--- src/rtl/graphics_pkg.sv ---
// Shared types and constants for the rotation/sampling pixel pipeline.
package graphics_pkg;

   typedef enum logic [1:0] {
      ST_IDLE  = 2'd0,
      ST_ISSUE = 2'd1,
      ST_DRAIN = 2'd2,
      ST_DONE  = 2'd3
   } state_t;

   localparam logic [1:0] TAP_A = 2'd0;
   localparam logic [1:0] TAP_B = 2'd1;
   localparam logic [1:0] TAP_C = 2'd2;
   localparam logic [1:0] TAP_D = 2'd3;

   localparam int CH_W  = 8;
   localparam int R_LSB = 16;
   localparam int G_LSB = 8;
   localparam int B_LSB = 0;

endpackage

--- src/rtl/channel_avg4.sv ---
// One colour channel of the 4-tap box filter: 10-bit accumulator and round-half-up divide by 4.
module channel_avg4 (
   input  logic       clk,
   input  logic       reset,
   input  logic       clr,
   input  logic       add_en,
   input  logic [7:0] data,
   output logic [7:0] avg
);

   logic [9:0] acc_r;
   logic [9:0] sum_s;

   // Accumulate captured taps; cleared at the start of each sample.
   always_ff @(posedge clk) begin
      if (reset) begin
         acc_r <= 10'd0;
      end else if (clr) begin
         acc_r <= 10'd0;
      end else if (add_en) begin
         acc_r <= acc_r + {2'b00, data};
      end else begin
         acc_r <= acc_r;
      end
   end

   // Average includes the tap being added this cycle so the final tap can be registered directly.
   always_comb begin
      sum_s = acc_r + 10'd2;
      if (add_en) begin
         sum_s = acc_r + {2'b00, data} + 10'd2;
      end else begin
         sum_s = acc_r + 10'd2;
      end
      avg = sum_s[9:2];
   end

endmodule

--- src/rtl/bilinear_sampler.sv ---
// Fetches the four neighbouring VRAM pixels for one output pixel and emits their rounded average.
module bilinear_sampler
   import graphics_pkg::*;
#(
   parameter int READ_LATENCY = 2,
   parameter int SEL_LATENCY  = 1,
   parameter int PIX_W        = 24
) (
   input  logic             clk,
   input  logic             reset,
   input  logic             start,
   input  logic             avg_en,
   input  logic [PIX_W-1:0] vram_data,
   output logic [2:0]       addr_count,
   output logic             busy,
   output logic [PIX_W-1:0] pixel_out,
   output logic             pixel_valid
);

   localparam int DEPTH = SEL_LATENCY + READ_LATENCY;

   state_t           state_r;
   logic [2:0]       addr_count_r;
   logic             busy_r;
   logic [PIX_W-1:0] pixel_out_r;
   logic             pixel_valid_r;
   logic             avg_en_r;
   logic [DEPTH-1:0] tag_valid_r;
   logic [1:0]       tag_tap_r [DEPTH];
   logic [PIX_W-1:0] tap0_r;
   logic [PIX_W-1:0] avg_s;
   logic             cap_s;
   logic [1:0]       cap_tap_s;
   logic             clr_s;

   assign cap_s     = tag_valid_r[DEPTH-1];
   assign cap_tap_s = tag_tap_r[DEPTH-1];
   assign clr_s     = (state_r == ST_IDLE) && start;

   channel_avg4 u_avg_r (
      .clk    (clk),
      .reset  (reset),
      .clr    (clr_s),
      .add_en (cap_s),
      .data   (vram_data[R_LSB +: CH_W]),
      .avg    (avg_s[R_LSB +: CH_W])
   );

   channel_avg4 u_avg_g (
      .clk    (clk),
      .reset  (reset),
      .clr    (clr_s),
      .add_en (cap_s),
      .data   (vram_data[G_LSB +: CH_W]),
      .avg    (avg_s[G_LSB +: CH_W])
   );

   channel_avg4 u_avg_b (
      .clk    (clk),
      .reset  (reset),
      .clr    (clr_s),
      .add_en (cap_s),
      .data   (vram_data[B_LSB +: CH_W]),
      .avg    (avg_s[B_LSB +: CH_W])
   );

   // Tag pipe mirrors the mux+VRAM delay so each tap's data is captured exactly when it arrives.
   always_ff @(posedge clk) begin
      if (reset) begin
         tag_valid_r <= {DEPTH{1'b0}};
         for (int i = 0; i < DEPTH; i++) begin
            tag_tap_r[i] <= 2'd0;
         end
      end else begin
         tag_valid_r[0] <= (state_r == ST_ISSUE);
         tag_tap_r[0]   <= addr_count_r[1:0];
         for (int i = 1; i < DEPTH; i++) begin
            tag_valid_r[i] <= tag_valid_r[i-1];
            tag_tap_r[i]   <= tag_tap_r[i-1];
         end
      end
   end

   // Tap 0 kept separately for the pass-through mode.
   always_ff @(posedge clk) begin
      if (reset) begin
         tap0_r <= {PIX_W{1'b0}};
      end else if (cap_s && (cap_tap_s == TAP_A)) begin
         tap0_r <= vram_data;
      end else begin
         tap0_r <= tap0_r;
      end
   end

   // Sample sequencer with registered outputs.
   always_ff @(posedge clk) begin
      if (reset) begin
         state_r       <= ST_IDLE;
         addr_count_r  <= 3'd0;
         busy_r        <= 1'b0;
         pixel_out_r   <= {PIX_W{1'b0}};
         pixel_valid_r <= 1'b0;
         avg_en_r      <= 1'b0;
      end else begin
         pixel_valid_r <= 1'b0;
         case (state_r)
            ST_IDLE: begin
               if (start) begin
                  state_r      <= ST_ISSUE;
                  avg_en_r     <= avg_en;
                  busy_r       <= 1'b1;
                  addr_count_r <= {1'b0, TAP_A};
               end
            end
            ST_ISSUE: begin
               case (addr_count_r[1:0])
                  TAP_A: addr_count_r <= {1'b0, TAP_B};
                  TAP_B: addr_count_r <= {1'b0, TAP_C};
                  TAP_C: addr_count_r <= {1'b0, TAP_D};
                  TAP_D: begin
                     addr_count_r <= {1'b0, TAP_A};
                     state_r      <= ST_DRAIN;
                  end
                  default: addr_count_r <= 3'd0;
               endcase
            end
            ST_DRAIN: begin
               if (cap_s && (cap_tap_s == TAP_D)) begin
                  state_r       <= ST_DONE;
                  pixel_valid_r <= 1'b1;
                  pixel_out_r   <= avg_en_r ? avg_s : tap0_r;
               end
            end
            ST_DONE: begin
               state_r <= ST_IDLE;
               busy_r  <= 1'b0;
            end
            default: begin
               state_r      <= ST_IDLE;
               busy_r       <= 1'b0;
               addr_count_r <= 3'd0;
            end
         endcase
      end
   end

   assign addr_count  = addr_count_r;
   assign busy        = busy_r;
   assign pixel_out   = pixel_out_r;
   assign pixel_valid = pixel_valid_r;

endmodule

--- config.mk ---
export PLATFORM = sky130hd
export DESIGN_NAME = bilinear_sampler
export DESIGN_NICKNAME = d
export VERILOG_FILES = /design/src/rtl/graphics_pkg.sv /design/src/rtl/channel_avg4.sv /design/src/rtl/bilinear_sampler.sv
export SDC_FILE = /design/constraint.sdc
export NUM_CORES = 1
export LEC_CHECK = 0
export CAP_MARGIN = 5
export CORE_MARGIN = 2
export CORE_UTILIZATION = 62
export CTS_CLUSTER_SIZE = 30
export DETAILED_ROUTE_END_ITERATION = 10
export GPL_TIMING_DRIVEN = 0
export PLACE_DENSITY_LB_ADDON = 0.12
export SLEW_MARGIN = 20
export SYNTH_ARGS = -nofsm -noshare
export SYNTH_HDL_FRONTEND = slang
export SYNTH_HIERARCHICAL = 1
export SYNTH_SLANG_ARGS = --single-unit
--- constraint.sdc ---
create_clock -name clk -period 8.7 [get_ports clk]
set_input_delay 2.175 -clock clk [delete_from_list [all_inputs] [get_ports clk]]
set_output_delay 2.175 -clock clk [all_outputs]
set_load 0.02 [all_outputs]
# Word level (Yosys, flattened, before mapping)

Memories as Yosys holds them, arrays and structs flattened.
Cells that the tools add are included.

Register bits after elaboration: 89
RAM bits: 6
Output and inout bits: 29
Logic and storage cells: 70
Memories kept: 1

Memories:

| memory    | depth | bits a word | rd ports | clocked after Yosys merged registers in | wr ports | RTL line               | source |
|---|---|---|---|---|---|---|---|
| tag_tap_r | 3     | 2           | 3        | 0                                       | 3        | bilinear_sampler.sv:29 | `logic [1:0] tag_tap_r [DEPTH];` |

Add/subtract/negate cells: 9
Eq/ne operators: 10
Muxes and demuxes: 20
Bitwise gates (word level): 4
Reductions and logical operators: 15

Operator list:

| operator              | count |
|---|---|
| $add 10x2->10 const B | 6 |
| $add 10x8->10         | 3 |
| $mux 10               | 3 |
| $mux 24               | 1 |
| $mux 2                | 6 |
| $pmux 3 s4            | 1 |
| $eq 2x2->1 const B    | 5 |
| $pmux 2 s4            | 1 |
| $reduce_and 2->1      | 4 |
| $logic_not 2->1       | 3 |
| $pmux 3 s2            | 1 |
| $mux 1                | 5 |
| $eq 2x1->1 const B    | 2 |
| $ne 2x2->1 const B    | 2 |
| $reduce_bool 2->1     | 2 |
| $reduce_or 2->1       | 2 |
| $logic_and 1x1->1     | 3 |
| $mux 3                | 1 |
| $or 1x1->1            | 3 |
| $reduce_and 3->1      | 1 |
| $ne 2x1->1 const B    | 1 |
| $pmux 1 s2            | 1 |
| $not 1->1             | 1 |

# Logic depth before layout (Yosys ltp)

Gate-level depths: netlist (run 1).

Word-level depth: 4
Gate-level depth with buffers: 12
Depth with buffers taken out: 12

# By module

Netlist (run 1), hierarchy kept.

Modules (own cells, without submodules):

| module                     | times used | cells each | area an instance (µm²) |
|---|---|---|---|
| bilinear_sampler           | 1          | 281        | 2663.8 |
| channel_avg4 (u_avg_g ...) | 2          | 113        | 965.9 |
| channel_avg4 (u_avg_b)     | 1          | 105        | 879.6 |

# Least setup slack after synthesis (run 1)

Ideal clock, no wire load.

Path kind: input port to flip-flop
Start: input port vram_data[8]
End: register pixel_out_r[15] (netlist: pixel_out[15])
Setup time: 0.146 ns
Arrival: 4.195 ns
Required time: 8.554 ns
Slack: 4.359 ns
Stages on the path: 12
Buffers on the path: 0
Cell sequence: ha_1 > inv_1 > fa_1 > nand2b_1 > a21oi_1 > o31ai_1 > and4bb_1 > nor3_1 > nor4_2 > xnor2_1 > mux2i_1 > a211oi_2

Longest elaborated chain between the ends: 4

Ends and longest elaborated chain:

| what                 | RTL line                | source |
|---|---|---|
| start, declared      | bilinear_sampler.sv:13  | `input logic [PIX_W-1:0] vram_data,` |
| $add 10x8->10        | channel_avg4.sv:31      | `sum_s = acc_r + {2'b00, data} + 10'd2;` |
| $add 10x2->10        | channel_avg4.sv:31      |  |
| $mux 10              | channel_avg4.sv:30      | `if (add_en) begin` |
| via avg_s[15]        | bilinear_sampler.sv:31  | `logic [PIX_W-1:0] avg_s;` |
| $mux 24              | bilinear_sampler.sv:131 | `pixel_out_r <= avg_en_r ? avg_s : tap0_r;` |
| end signal, assigned | bilinear_sampler.sv:101 | `pixel_out_r <= {PIX_W{1'b0}};` |
| end signal, assigned | bilinear_sampler.sv:131 |  |
| end, declared        | bilinear_sampler.sv:25  | `logic [PIX_W-1:0] pixel_out_r;` |

The timed path passes the listed nets, and every way through them passes these cells.
A chain may end at the register's enable or synchronous reset.

# Final worst setup path (run 1)

Start: input port vram_data[16]
End: register pixel_out_r[23] (netlist: pixel_out[23])

Same word-level chain as after synthesis.

==> metrics.cfg, run 1 <==
[yosys]
synth.mux.area_fraction=0.0654
postSynthCellCount=612
synth_cell_types=62
netlist_area_um2=5480
ys_warn_count=6
synth-edff-count=0
ys_ff_latch=94
synthArstFlopShare=0
synthAdderAreaFrac=0.0910
synth_flop_cell=dfxtp_1
synth_compound_area_frac=0.178
synth_simple_gate_area_frac=0.217
ys_seq_area_frac=0.344
synthXorXnorAreaFrac=0.0521
syn_nets=678
synth_top_family_by_area=simple AND/OR/NAND/NOR gates
syn-mean-instance-area_um2=8.95

[detailed_routing]
ant_nets=0
first_pass_iters=4
drc_errors=0
wl_per_cell_um=15.0
wirelength_mm=11.8
vias=4573
vias_per_cell=5.79
drt_iter0_markers=144

[die]
die_h_um=98.0
die_w_um=98.0
ios=57
rows=34
initial_core_util=0.634
core_area_um2=8640
fp.dieArea_um2=9600

[setup_path]
cp_max_fo=3
end_kind=flip-flop
cp_slowest_cell=clkdlybuf4s50_1
critical_path_class=input port to flip-flop
rr_startpoint=u_avg_r/acc_r[0]
critPathRequiredTime_ns=8.98
crit_path_cell_trace=clkdlybuf4s50_1 -> ha_1 -> inv_1 -> fa_1 -> nand2b_1 -> a21oi_1 -> o31ai_1 -> and4bb_1 -> nor3_1 -> nor4_2 -> xnor2_1 -> mux2i_1 -> a211oi_1
critPathMaxStageDelay_ns=0.50
startpoint=vram_data[16]
worstSetupStartpointType=input port
arrival_ns=5.14

[placed_design]
portBuffers=55
gp_congestion=0.825
hpwlAfterDp_mm=9.11

[timing]
final_hold_viol_count=0
setup_viol=0
rsz0062_at_grt=no
min_period_ns=4.86
slew-limit-headroom=0.516
setup-tns-final_ns=0
slew_violations=0
min_period_over_period=0.559
fmax_mhz=206
skew_ns=0.0141
worst_slew_pin_slew_ns=0.726

[clock_network]
cts_buffers=9
cts_hold_buf=0
clock_latency_ns=0.37
cts_tree=yes
htreeDepth=3
clock-sinks=94
cts_max_path_buffers=2
cts_repair_resize_count=0
path_clk_slew_ns=0.09
cts_root_buf=clkbuf_8
post_cts_buffers=0

[pwr]
power.leakage_uw=0.00226
power_uw=963
ir_drop_mv=0.102
p_per_area_nw_per_um2=152

[global_route]
grt-ovfl-total=0
grt_pass1_vias=4394
antenna_found_initial=0
grt_pass1_wl_mm=19.9
grt_usage=0.249
grt_max_degree=17

[hold_path]
hp-start=tag_valid_r[1]
hp-class=flip-flop to flip-flop

[final_layout]
nFillCells=670
fin_nets=744
diodes=0
final_common_cell=dfxtp_1
final_cell_mix=94 x dfxtp_1, 83 x nor2_1, 67 x nand2_1, 55 x clkdlybuf4s50_1, 36 x a21oi_1
layout-area-overhead-vs-synth_pct=15.7
drive_gt1_frac=0.120

[flow_run]
cap_violations=0

[run_status]
status=finished clean

## logic make-up (layout without fill, tap and decap cells)
group / Yosys count / count (layout)
flip-flops: 94 / 94
other: 1 / 1
multiplexers: 35 / 35
buffers and inverters: 58 / 128
adder cells (fa/ha/maj): 38 / 38
XOR/XNOR: 30 / 30
AND/OR/NAND/NOR: 236 / 236
AO/OA/AOI/OAI: 120 / 120
## stage by stage
step                      instance area [um2]  worst slack (ns)  hold WS [ns]  instances  utilization
after floorplan                          5480              4.36         0.414        612            -
after global placement                   6160              3.55         0.419        775        0.713
after detailed placement                 6160              3.49         0.424        775        0.713
after CTS                                6330              3.86         0.448        790        0.733
after global routing                     6330              3.64         0.460        790        0.733
final                                    6330              3.84         0.448        790        0.733
## cell type report
class | instances | area (um2) | share of cell area
Inverter | 29 | 109 | 0.0172
Multi-Input combinational cell | 460 | 3310 | 0.522
Clock inverter | 6 | 48.8 | 0.00770
Sequential cell | 94 | 1880 | 0.297
Tap cell | 108 | 135 | 0.0213
Buffer | 29 | 179 | 0.0282
Clock buffer | 9 | 124 | 0.0196
Timing Repair Buffer | 55 | 551 | 0.0869
## cell usage after synthesis (all sizes together), types with 4 or more instances
library cell | count | area share
o21ai | 8 | 0.0080
nor2b | 17 | 0.019
o21a | 6 | 0.0082
ha | 35 | 0.080
nor3 | 11 | 0.010
nand3b | 4 | 0.0055
xor2 | 6 | 0.012
a221oi | 5 | 0.010
a21oi | 36 | 0.033
nand3 | 12 | 0.011
nor2 | 83 | 0.057
inv | 29 | 0.020
clkbuf | 9 | 0.0069
a21o | 6 | 0.0082
dfxtp | 94 | 0.34
xnor2 | 24 | 0.040
nor3b | 6 | 0.011
nand2 | 67 | 0.046
buf | 20 | 0.026
a211oi | 33 | 0.061
nor4 | 6 | 0.014
a221o | 4 | 0.0073
nand2b | 8 | 0.0091
mux2i | 35 | 0.065
## worst paths after layout
kind	depth (start not counted)	end	slack [ns]
hold / removal	1	tag_valid_r[2]	0.45
setup reg to reg	12	pixel_out[23]	5.82
setup / recovery	13	pixel_out[23]	3.84
hold reg to reg	1	tag_valid_r[2]	0.45
## per-layer routing
metal  vias to the layer above  GRT usage  part of all wire  wire length, um
met5                         -          0                 0                0
met1                      2185      0.315              0.45             5300
met4                         0     0.0908             0.017              196
li1                       2280          -                 -                -
met2                        88      0.430              0.49             5850
met3                        20     0.0387             0.040              473
## state kept, by name, indices dropped and copies added (netlist names)
| register | flops |
|---|---|
| tag_valid_r | 3 |
| state_r | 2 |
| tap0_r | 24 |
| tag_tap_r | 6 |
| u_avg_b/acc_r | 10 |
| addr_count | 2 |
| avg_en_r | 1 |
| u_avg_r/acc_r | 10 |
| pixel_out | 24 |
| busy | 1 |
| pixel_valid | 1 |
| u_avg_g/acc_r | 10 |
## critical path, delay by kind of cell
kind	cells	cell delay [ns]
fa+ha+maj	2	0.58
compound gates	3	0.58
mux	1	0.09
xor+xnor	1	0.17
simple gates	4	0.97
buf+inv	2	0.56
## where the power goes
part | switching [uW] | internal (uW) | total, uW
clock network | 161 | 104 | 265
logic | 131 | 101 | 232
registers | 14.6 | 451 | 465
Note: power is estimated with default switching activity, not from simulation.
==> inputs of run 2 (changes only) <==
Settings changed: CORE_UTILIZATION 62 to 52.
Clock period 8.7 ns to 4.2 ns, I/O delays scaled along.
==> run 2 against run 1 <==
- worst hold slack lost 0.0037 ns
- clock skew shrank 0.0027 ns
- flip-flop and latch count is the same
- sequential power grew 110%
- clock power grew to 2.6 times the previous value
- critical path type unchanged
- register-to-register slack lost 4.5 ns
==> metrics.cfg, run 2 (synthesized netlist as in run 1, its figures left out) <==
[die]
die_h_um=107  ; +8.8%
die_w_um=107  ; +8.8%
core_area_um2=10300  ; +19%
ios=57  ; unchanged
fp.dieArea_um2=11400  ; +18%
rows=37  ; +8.8%
initial_core_util=0.533  ; -0.101

[clock_network]
cts_max_path_buffers=2  ; unchanged
htreeDepth=3  ; unchanged
post_cts_buffers=0  ; unchanged
clock_latency_ns=0.36  ; about the same
path_clk_slew_ns=0.10  ; about the same
cts_hold_buf=0  ; unchanged
cts_repair_resize_count=0  ; unchanged
clock-sinks=94  ; unchanged
cts_root_buf=clkbuf_8
cts_tree=yes
cts_buffers=9  ; unchanged

[setup_path]
cp_num_buf_inv=2  ; unchanged
cp_slowest_cell=clkdlybuf4s50_1
rr_startpoint=u_avg_g/acc_r[0]
cp_max_fo=3  ; unchanged
worstSetupStartpointType=input port
end_kind=flip-flop
critPathMaxStageDelay_ns=0.49  ; about the same
crit_path_cell_trace=clkdlybuf4s50_1 -> ha_1 -> inv_1 -> fa_1 -> nand2b_1 -> a21oi_1 -> o31ai_1 -> and4bb_1 -> nor3_1 -> nor4_2 -> xnor2_1 -> mux2i_1 -> a211oi_2
critPathRequiredTime_ns=4.48  ; -4.50 ns
crit_family=simple AND/OR/NAND/NOR gates
reg2reg_to=pixel_out[15]
arrival_ns=4.06  ; -1.08 ns
r2r_slack_ns=1.28  ; -4.54 ns
critical_path_class=input port to flip-flop
reg2reg_depth=12  ; unchanged

[timing]
slew_violations=0  ; unchanged
rsz0062_at_grt=no
min_period_ns=3.78
setup_viol=0  ; unchanged
fmax_mhz=265
setup-tns-final_ns=0  ; unchanged
skew_ns=0.0114  ; -0.00272 ns
worst_slew_pin_slew_ns=0.721  ; -0.00550 ns
timing.hold.ws_ns=0.444  ; -0.00372 ns
slew-limit-headroom=0.520  ; +0.00366
min_period_over_period=0.900
final_hold_viol_count=0  ; unchanged

[hold_path]
hp-start=tag_valid_r[0]
whs_path_depth=1  ; unchanged
hold_path_end=tag_valid_r[1]
hp-class=flip-flop to flip-flop

[run_status]
status=finished clean

[global_route]
grt-ovfl-total=0  ; unchanged
grt_usage=0.216  ; -0.0332
grt_max_degree=17  ; unchanged
antenna_found_initial=0  ; unchanged
grt_pass1_wl_mm=20.0  ; +0.69%
grt_pass1_vias=4409  ; +0.34%

[final_layout]
layout-area-overhead-vs-synth_pct=17.4
diodes=0  ; unchanged
final_common_cell=dfxtp_1
final_cell_mix=94 x dfxtp_1, 83 x nor2_1, 67 x nand2_1, 55 x clkdlybuf4s50_1, 36 x a21oi_1
instances_no_fill=819  ; +3.7%
drive_gt1_frac=0.122  ; +0.00129
fin_nets=744  ; unchanged
multi_input_area_um2=3310  ; unchanged
seqCellArea_um2=1880  ; unchanged
nFillCells=937  ; +40%

[pwr]
p_per_area_nw_per_um2=332  ; +120%
power.switching_uw=633  ; +110%
p_clk_frac=0.322  ; +0.046
ir_drop_mv=0.182  ; +78%
power.leakage_uw=0.00229  ; +1.6%
power_frac_seq=0.452  ; -0.031
pwr-share-comb=0.226  ; -0.015
switching_share=0.297  ; -0.0217
p_int_uw=1500  ; +130%

[detailed_routing]
ant_nets=0  ; unchanged
drc_errors=0  ; unchanged
wl_per_cell_um=14.6  ; -2.4%
vias_per_cell=5.53  ; -4.4%
vias=4531  ; -0.92%
wirelength_mm=12.0  ; +1.1%
drt_iter0_markers=140  ; -2.8%
first_pass_iters=4  ; unchanged

[flow_run]
cap_violations=0  ; unchanged

[placed_design]
dp_cells=803  ; +3.6%
gp_congestion=0.860  ; +4.2%
portBuffers=55  ; unchanged
hpwlAfterDp_mm=9.32  ; +2.3%

[run 2: cell types whose count changed in the layout (fill, tap and decap cells not counted)]
cell / change
clkinvlp_4: -2
clkbuf_8: +1
bufinv_16: +2
[run 2: power groups by stage]
stage	registers [uW]	logic, uW	clock network, uW
finish	964	482	687
global route	970	538	732
CTS	963	485	700
detailed placement	984	482	0
global placement	982	467	0
floorplan	985	345	0
[run 2: area by class of cell]
type / count / share of cell area
Buffer: 29 / 0.0278
Clock buffer: 10 / 0.0214
Clock inverter: 6 / 0.0146
Inverter: 29 / 0.0169
Multi-Input combinational cell: 460 / 0.514
Sequential cell: 94 / 0.293
Tap cell: 136 / 0.0265
Timing Repair Buffer: 55 / 0.0857
[run 2: how the worst max path moves through the flow]
stage,startpoint,to,slack [ns],cells past startpoint
2_1_floorplan,vram_data[8],pixel_out[15],0.98,12
3_3_place_gp,vram_data[16],pixel_out[23],0.16,13
3_5_place_dp,vram_data[8],pixel_out[15],0.13,13
4_1_cts,vram_data[8],pixel_out[15],0.49,13
5_1_grt,vram_data[16],pixel_out[23],0.28,13
6_report,vram_data[8],pixel_out[15],0.42,13
[run 2: routing by layer]
layer  part of all wire  GRT usage
met1               0.46      0.277
met2               0.48      0.365
met3              0.037     0.0286
met4              0.024     0.0909
met5                  0          0
[run 2: through the flow]
step | total power, uW | utilization | instance area, um2 | setup WS [ns]
floorplan | 1330 | - | 5480 | 0.984
global placement | 1450 | 0.603 | 6200 | 0.158
detailed placement | 1470 | 0.603 | 6200 | 0.134
CTS | 2150 | 0.625 | 6430 | 0.493
global route | 2240 | 0.625 | 6430 | 0.282
finish | 2130 | 0.625 | 6430 | 0.422
==> inputs of run 3 (changes only) <==
Settings changed: CORE_ASPECT_RATIO set to 0.9.
==> run 3 against run 2 <==
- combinational power up 0.8%
- global-route usage increased by 0.28 points
- die area is essentially flat
- critical path type unchanged
- largest cell class unchanged
- non-clock buffer count did not move
- via count shrank 0.84%
- sequential share of layout area fell by 0.38 points
- largest power group unchanged
==> metrics.cfg, run 3 (synthesized netlist as in run 1, its figures left out) <==
[final_layout]
final_common_cell=dfxtp_1
drive_gt1_frac=0.122  ; unchanged
final_cell_mix=94 x dfxtp_1, 83 x nor2_1, 67 x nand2_1, 55 x clkdlybuf4s50_1, 36 x a21oi_1
fin_util=0.635  ; +0.0100
layout-area-overhead-vs-synth_pct=18.9
diodes=0  ; unchanged
nFillCells=870  ; -7.2%
fin_nets=744  ; unchanged

[global_route]
grt_usage=0.219  ; +0.00281
grt_pass1_wl_mm=20.2  ; +0.82%
grt-ovfl-total=0  ; unchanged
grt_max_degree=16  ; -1
grt_pass1_vias=4319  ; -2.0%
antenna_found_initial=0  ; unchanged

[clock_network]
cts_root_buf=clkbuf_16
clock_latency_ns=0.34  ; -0.02 ns
cts_tree=yes
cts_max_path_buffers=2  ; unchanged
post_cts_buffers=0  ; unchanged
htreeDepth=3  ; unchanged
cts_repair_resize_count=0  ; unchanged
clock-sinks=94  ; unchanged
cts_hold_buf=0  ; unchanged
cts_buffers=9  ; unchanged
path_clk_slew_ns=0.07  ; -0.03 ns

[die]
fp.dieArea_um2=11400  ; about the same
rows=35  ; -5.4%
core_area_um2=10200  ; -0.29%
die_h_um=101  ; -4.9%
ios=57  ; unchanged
die_w_um=112  ; +5.2%
initial_core_util=0.534  ; +0.00156

[setup_path]
cp_slowest_cell=clkdlybuf4s50_1
critPathRequiredTime_ns=4.46  ; -0.02 ns
crit_family=simple AND/OR/NAND/NOR gates
crit_path_cell_trace=clkdlybuf4s50_1 -> ha_1 -> inv_1 -> fa_1 -> nand2b_1 -> a21oi_1 -> o31ai_1 -> and4bb_1 -> nor3_1 -> nor4_2 -> xnor2_1 -> mux2i_1 -> a211oi_1
critical_path_class=input port to flip-flop
cp_num_buf_inv=2  ; unchanged
arrival_ns=3.99  ; -0.07 ns
worstSetupStartpointType=input port
end_kind=flip-flop
cp_max_fo=3  ; unchanged
critPathMaxStageDelay_ns=0.49  ; about the same

[flow_run]
cap_violations=0  ; unchanged

[timing]
setup-tns-final_ns=0  ; unchanged
min_period_over_period=0.888  ; -0.0113
min_period_ns=3.73  ; -0.0474 ns
skew_ns=0.00546  ; -0.00593 ns
slew-limit-headroom=0.520  ; about the same
fmax_mhz=268  ; +1.3%
worst_slew_pin_slew_ns=0.721  ; -0.0000353 ns
setup_viol=0  ; unchanged
final_hold_viol_count=0  ; unchanged
slew_violations=0  ; unchanged
rsz0062_at_grt=no

[detailed_routing]
first_pass_iters=4  ; unchanged
ant_nets=0  ; unchanged
vias_per_cell=5.53  ; about the same
drt_iter0_markers=206  ; +47%
drc_errors=0  ; unchanged
wl_per_cell_um=15.2  ; +4.3%
vias=4493  ; -0.84%
wirelength_mm=12.4  ; +3.4%

[placed_design]
portBuffers=55  ; unchanged
gp_congestion=0.882  ; +2.6%
hpwlAfterDp_mm=9.55  ; +2.5%

[pwr]
ir_drop_mv=0.251  ; +38%
power.leakage_uw=0.00234  ; +1.8%
p_per_area_nw_per_um2=358  ; +7.9%

[hold_path]
hp-class=flip-flop to flip-flop

[run_status]
status=finished clean

run 3: where the power goes:
group / switching [uW] / total (uW) / internal, uW
clock: 344 / 880 / 536
combinational: 276 / 486 / 210
sequential: 30.4 / 965 / 934
total: 651 / 2330 / 1680
run 3: layout make-up:
type | instances | area (um2) | area share
inverter | 29 | 109 | 0.0167
sequential | 94 | 1880 | 0.289
timing repair buffer | 55 | 551 | 0.0846
multi-input combinational | 460 | 3310 | 0.508
clock buffer | 10 | 239 | 0.0367
clock inverter | 6 | 85.1 | 0.0131
tap | 129 | 161 | 0.0248
buffer | 29 | 179 | 0.0275
run 3: worst paths after layout:
kind	startpoint	slack (ns)	depth (start not counted)	end
setup reg to reg	u_avg_r/acc_r[0]	1.35	12	pixel_out[23]
hold reg to reg	tag_tap_r[0][3]	0.44	1	tag_tap_r[0][5]
hold / removal	tag_tap_r[0][3]	0.44	1	tag_tap_r[0][5]
setup / recovery	vram_data[16]	0.47	13	pixel_out[23]
run 3: worst register-to-register path: stages, from the launching register on:
cell      delay (ns)
dfxtp_1         0.33
ha_1            0.16
inv_1           0.05
fa_1            0.39
nand2b_1        0.21
a21oi_1         0.22
o31ai_1         0.15
and4bb_1        0.21
nor3_1          0.43
nor4_2          0.12
xnor2_1         0.17
mux2i_1         0.10
a211oi_1        0.22
run 3: routing by layer:
layer  global-route usage  wire (um)
met3               0.0407        538
met1                0.274       5630
met5                    0          0
met4               0.0741        186
met2                0.382       6000
run 3: per-stage QoR:
stage          total power [uW]  hold slack, ns  setup WS, ns  instance area, um2  std cells
5_1_grt                    2440           0.450         0.227                6510        812
4_1_cts                    2350           0.439         0.506                6510        812
3_3_place_gp               1450           0.417         0.205                6190        796
3_5_place_dp               1470           0.424         0.150                6190        796
2_1_floorplan              1330           0.414         0.984                5480        612
6_report                   2330           0.438         0.469                6510        812
